### src/rtl/mux4x1_rr_arbiter_pkg.sv
// Shared constants, state encoding and round-robin search helper for the mux4x1 arbiter.
package mux_ctrl_pkg;

  localparam int unsigned NUM_REQ = 4;
  localparam int unsigned SEL_W   = 2;

  typedef enum logic {
    ST_IDLE  = 1'b0,
    ST_GRANT = 1'b1
  } state_e;

  // Returns {found, index} of the first set bit of req, searching start, start+1, ... mod NUM_REQ.
  function automatic logic [SEL_W:0] rr_search(input logic [NUM_REQ-1:0] req,
                                               input logic [SEL_W-1:0]   start);
    logic [SEL_W:0]   res;
    logic [SEL_W-1:0] idx;
    res = '0;
    for (int k = NUM_REQ - 1; k >= 0; k--) begin
      idx = start + SEL_W'(k);
      if (req[idx]) res = {1'b1, idx};
    end
    return res;
  endfunction

endpackage

### src/rtl/mux4x1_rr_arbiter_if.sv
// Request/data/grant bundle between the requesters and the arbiter.
interface mux4x1_rr_arbiter_if;
  import mux_ctrl_pkg::*;

  logic [NUM_REQ-1:0] req;
  logic [NUM_REQ-1:0] din;
  logic [NUM_REQ-1:0] gnt;
  logic [SEL_W-1:0]   sel;
  logic               out;
  logic               out_valid;
  logic               busy;

  modport master (output req, din, input gnt, sel, out, out_valid, busy);
  modport slave  (input req, din, output gnt, sel, out, out_valid, busy);
endinterface

### src/rtl/mux4x1.sv
// Plain 4:1 one-bit multiplexer used as the shared datapath.
module mux4x1 (
  input  logic a,
  input  logic b,
  input  logic c,
  input  logic d,
  input  logic s0,
  input  logic s1,
  output logic y
);
  always_comb begin
    y = 1'b0;
    case ({s1, s0})
      2'd0:    y = a;
      2'd1:    y = b;
      2'd2:    y = c;
      default: y = d;
    endcase
  end
endmodule

### src/rtl/mux4x1_rr_arbiter.sv
// Round-robin arbiter with per-owner hold limit driving the selects of a shared mux4x1.
module mux4x1_rr_arbiter
  import mux_ctrl_pkg::*;
#(
  parameter  int unsigned MAX_HOLD = 8,
  localparam int unsigned HOLD_W   = $clog2(MAX_HOLD) + 1
) (
  input logic               clk,
  input logic               rst,
  mux4x1_rr_arbiter_if.slave bus
);

  state_e             state_q;
  logic [NUM_REQ-1:0] gnt_q;
  logic [SEL_W-1:0]   sel_q;
  logic [SEL_W-1:0]   ptr_q;
  logic [HOLD_W-1:0]  hold_cnt_q;

  logic [NUM_REQ-1:0] others;
  logic               at_limit;
  logic               keep;
  logic [SEL_W-1:0]   ptr_d;
  logic [SEL_W:0]     pick_idle;
  logic [SEL_W:0]     pick_move;
  logic               mux_y;

  // Release decision for the current owner (sel_q) and the two candidate searches.
  always_comb begin
    others    = bus.req & ~(NUM_REQ'(1) << sel_q);
    at_limit  = (hold_cnt_q == HOLD_W'(MAX_HOLD - 1));
    keep      = bus.req[sel_q] && (!at_limit || (others == '0));
    ptr_d     = sel_q + SEL_W'(1);
    pick_idle = rr_search(bus.req, ptr_q);
    pick_move = rr_search(others, ptr_d);
  end

  always_ff @(posedge clk) begin
    if (rst) begin
      state_q    <= ST_IDLE;
      gnt_q      <= '0;
      sel_q      <= '0;
      ptr_q      <= '0;
      hold_cnt_q <= '0;
    end else begin
      case (state_q)
        ST_IDLE: begin
          if (pick_idle[SEL_W]) begin
            state_q    <= ST_GRANT;
            sel_q      <= pick_idle[SEL_W-1:0];
            gnt_q      <= NUM_REQ'(1) << pick_idle[SEL_W-1:0];
            hold_cnt_q <= '0;
          end
        end
        ST_GRANT: begin
          if (keep) begin
            // A lone owner at the limit starts a fresh hold window.
            hold_cnt_q <= at_limit ? '0 : hold_cnt_q + HOLD_W'(1);
          end else begin
            ptr_q      <= ptr_d;
            hold_cnt_q <= '0;
            if (pick_move[SEL_W]) begin
              sel_q <= pick_move[SEL_W-1:0];
              gnt_q <= NUM_REQ'(1) << pick_move[SEL_W-1:0];
            end else begin
              state_q <= ST_IDLE;
              gnt_q   <= '0;
            end
          end
        end
        default: state_q <= ST_IDLE;
      endcase
    end
  end

  mux4x1 u_mux (
    .a  (bus.din[0]),
    .b  (bus.din[1]),
    .c  (bus.din[2]),
    .d  (bus.din[3]),
    .s0 (sel_q[0]),
    .s1 (sel_q[1]),
    .y  (mux_y)
  );

  assign bus.gnt       = gnt_q;
  assign bus.sel       = sel_q;
  assign bus.out_valid = |gnt_q;
  assign bus.busy      = (state_q == ST_GRANT);
  assign bus.out       = mux_y & (|gnt_q);

endmodule

### src/flat_wrapper.sv
// flat-port wrapper written by rule: the top's interface ports become plain ports
module mux4x1_rr_arbiter_flat import mux_ctrl_pkg::*;
#(
  parameter  int unsigned MAX_HOLD = 8,
  localparam int unsigned HOLD_W   = $clog2(MAX_HOLD) + 1
)
  (clk, rst, bus_req, bus_din, bus_gnt, bus_sel, bus_out, bus_out_valid, bus_busy);
  mux4x1_rr_arbiter_if bus_i ();
  input logic clk;
  input logic rst;
  input wire logic [$bits(bus_i.req)-1:0] bus_req;
  input wire logic [$bits(bus_i.din)-1:0] bus_din;
  output wire logic [$bits(bus_i.gnt)-1:0] bus_gnt;
  output wire logic [$bits(bus_i.sel)-1:0] bus_sel;
  output wire logic [$bits(bus_i.out)-1:0] bus_out;
  output wire logic [$bits(bus_i.out_valid)-1:0] bus_out_valid;
  output wire logic [$bits(bus_i.busy)-1:0] bus_busy;
  assign bus_i.req = bus_req;
  assign bus_i.din = bus_din;
  assign bus_gnt = bus_i.gnt;
  assign bus_sel = bus_i.sel;
  assign bus_out = bus_i.out;
  assign bus_out_valid = bus_i.out_valid;
  assign bus_busy = bus_i.busy;
  mux4x1_rr_arbiter #(.MAX_HOLD(MAX_HOLD)) u_core (.clk(clk), .rst(rst), .bus(bus_i));
endmodule
### config.mk
export PLATFORM = sky130hd
export DESIGN_NAME = mux4x1_rr_arbiter_flat
export DESIGN_NICKNAME = d
export VERILOG_FILES = /design/src/rtl/mux4x1_rr_arbiter_pkg.sv /design/src/rtl/mux4x1_rr_arbiter_if.sv /design/src/rtl/mux4x1.sv /design/src/rtl/mux4x1_rr_arbiter.sv /design/src/flat_wrapper.sv
export SDC_FILE = /design/constraint.sdc
export NUM_CORES = 1
export LEC_CHECK = 0
export CORE_AREA = 5 5 53 55
export DETAILED_ROUTE_END_ITERATION = 6
export DIE_AREA = 0 0 58 60
export GPL_TIMING_DRIVEN = 0
export PLACE_DENSITY_LB_ADDON = 0.3
export SLEW_MARGIN = 20
export SYNTH_ARGS = -nofsm -noshare
export SYNTH_HDL_FRONTEND = slang
export SYNTH_HIERARCHICAL = 1
export SYNTH_SLANG_ARGS = --single-unit
export TNS_END_PERCENT = 1
### constraint.sdc
create_clock -name clk -period 2.66 [get_ports clk]
set_clock_uncertainty 0.1 [all_clocks]
set_input_delay 0.266 -clock clk [delete_from_list [all_inputs] [get_ports clk]]
set_output_delay 0.266 -clock clk [all_outputs]
set_load 0.02 [all_outputs]
==> impl_metrics.yaml <==
floorplan:
  coreArea_um2: 2342
  die_width_um: 58
  num_rows: 18
  initial_utilization_pct: 45.62
  die-area_um2: 3480
  io_pins: 19
  die_h_um: 60
power_and_ir_drop:
  power.total_mw: 0.7473
  p_leak_nw: 0.4919
  power_density_nw_per_um2: 569.9
  peakVddDrop_mv: 0.3926
layout:
  diodes: 0
  final_util_pct: 55.98
  fin_nets: 164
  design_area_um2: 1311
  final_cell_mix: "clkdlybuf4s50_1, nor2_1, dfxtp_1, a21oi_1, inv_1"
  final_common_cell: "clkdlybuf4s50_1"
  drive_above_1_share_pct: 13.51
  area_growth_pct: 22.72
  regArea_um2: 261.5
  fill_cells: 221
  fin_cells: 178
  multi_input_area_um2: 753.2
placed_design:
  dpl_worst_slack_ps: -32.80
  hpwlAfterDp_um: 2090
  io_buffers: 16
  gp_congestion: 0.8324
  placed_cells: 175
  place_area_um2: 1266
yosys:
  synth_edf_count: 0
  synth_area_um2: 1069
  syn-instance-count: 129
  synth_area_leaders: "dfxtp_1, ha_1, a21oi_1"
  synth_nets: 144
  synth_warnings: 6
  synthDistinctLibCells: 47
  ys_seq_area_share_pct: 24.36
  synth_ff_type: "dfxtp_1"
  yosysTopAreaCell: "dfxtp_1"
  synth_seq_cells: 13
  synth_area_per_cell_um2: 8.283
  async_reset_ff_share_pct: 0
  synth_top_area_share_pct: 24.36
global_route:
  grt_pass1_wl_um: 4271
  grt_pass1_vias: 1005
  antenna_found_initial: 0
  overflow: 0
  grt_use_total_pct: 15.49
  grt_max_degree: 11
worst_setup_path:
  crit_arrival_ps: 2550
  cp_slowest_stage_delay_ps: 400
  crit_required_ps: 2740
  worst_path_max_delay_cell: "a222oi_1"
  startpoint_type: "flip-flop"
  end_kind: "flip-flop"
  crit_chain: "buf_4, inv_1, ha_4, nand3b_1, a222oi_1, a21oi_2, or3b_1, a311oi_1"
  path_buf_inv: 2
  crit_fanout: 10
  critPathTopFamily: "compound AO/OA/AOI/OAI gates"
  path_class: "flip-flop to flip-flop"
sta:
  fmax_mhz: 405.0
  period_share_pct: 92.82
  rsz0062_at_grt: "no"
  tns_ps: 0
  setup_ws_ps: 191.0
  hold_ws_ps: 315.3
  tightest_slew_ps: 944.9
  relSlewSlack_pct: 35.38
  setup_viol: 0
  fin_crit_ps: 2469
  finalHoldViolCount: 0
  drv_slew: 0
cts:
  hold_buffers: 0
  cts_tree: "yes"
  cts_buffer_depth: 2
  clkSlewWorstSetupHoldPaths_ps: 80
  cts_buffers: 3
  cts_root_buf: "clkbuf_4"
  post_cts_buffers: 0
  clock_latency_ps: 270
  h-tree-depth: 1
  cts.sink_count: 13
drt:
  vias: 1071
  ant_nets: 0
  wire_per_inst_um: 14.92
  routed_wl_um: 2656
  drt_iter0_markers: 75
  avgViaCountPerCell: 6.017
  drc_errors: 0
  drtPass1Iterations: 7
hold_path:
  min_path_type: "input port to flip-flop"
run_status:
  status: "complete, no violations"
run:
  max_cap_viol_count: 0
==> report_power, final <==
part	internal (mW)	switching [mW]	leakage (nW)
Sequential	0.220	0.0290	0.107
Clock	0.0581	0.0609	0.0150
Combinational	0.176	0.204	0.370
Total	0.453	0.294	0.492
==> layout make-up <==
| class | instances | area share [%] |
|---|---|---|
| multi-input combinational | 102 | 57.44 |
| inverter | 6 | 1.718 |
| timing repair buffer | 16 | 12.21 |
| tap | 30 | 2.863 |
| buffer | 7 | 3.817 |
| sequential | 13 | 19.94 |
| clock buffer | 4 | 2.004 |
==> cells by family (layout without fill, tap and decap cells) <==
family | after synthesis | in the layout | share of synthesized area, %
buffers and inverters | 14 | 33 | 6.909
adders and majority gates | 5 | 5 | 5.855
muxes | 4 | 4 | 6.089
AOI/OAI and AO/OA | 38 | 38 | 26.11
and+or+nand+nor | 55 | 55 | 30.68
DFF | 13 | 13 | 24.36
==> path summary, 6_finish.rpt <==
| kind | from | to | cells past startpoint | slack, ps |
|---|---|---|---|---|
| setup / recovery | u_core/bus.sel[0] | u_core/bus.gnt[1] | 8 | 190 |
| hold / removal | bus_req[0] | u_core/hold_cnt_q[2] | 4 | 320 |
| setup reg to reg | u_core/bus.sel[0] | u_core/bus.gnt[1] | 8 | 190 |
| hold reg to reg | u_core/hold_cnt_q[2] | u_core/hold_cnt_q[2] | 2 | 410 |
==> Yosys cell counts, drive strengths merged, types with 2 or more instances <==
library cell / number
nand2b: 5
nand3: 4
or4: 3
nor2b: 6
nor2: 14
a32oi: 2
inv: 6
o21ai: 3
a311oi: 3
a211oi: 5
and3: 3
a21oi: 12
nand3b: 2
or3b: 2
mux2i: 2
nor3b: 2
mux4: 2
ha: 5
nor4: 2
buf: 6
a22oi: 2
dfxtp: 13
nand2: 5
a31oi: 2
clkbuf: 2
==> state kept, by name (all words and copies together) (netlist names) <==
signal / cells
u_core/hold_cnt_q: 4
u_core/ptr_q: 2
u_core/bus.gnt: 4
u_core/bus.sel: 2
u_core/bus.busy: 1
==> layer usage <==
layer	track usage, %	part of all wire (%)	wire length [um]	up-vias
li1	-	-	-	522
met1	19.19	44	1163	506
met2	26.29	49	1306	37
met3	1.944	5.1	136	6
met4	7.947	1.8	48	0
met5	0	0	0	-
==> worst reg2reg max path: cells and delay by family (launching register included) <==
| family | cells | cell delay [ps] |
|---|---|---|
| flip-flops | 1 | 390 |
| buffers and inverters | 2 | 320 |
| adder cells (fa/ha/maj) | 1 | 310 |
| AO/OA/AOI/OAI | 3 | 760 |
| AND/OR/NAND/NOR | 2 | 490 |
==> repair_timing <==
item,4_1_cts,5_1_grt
resized for setup,1,5
setup endpoints to repair,1,4
hold endpoints to repair,0,0
pin swaps,0,1
No activity file was read; power rests on OpenSTA's default activity.
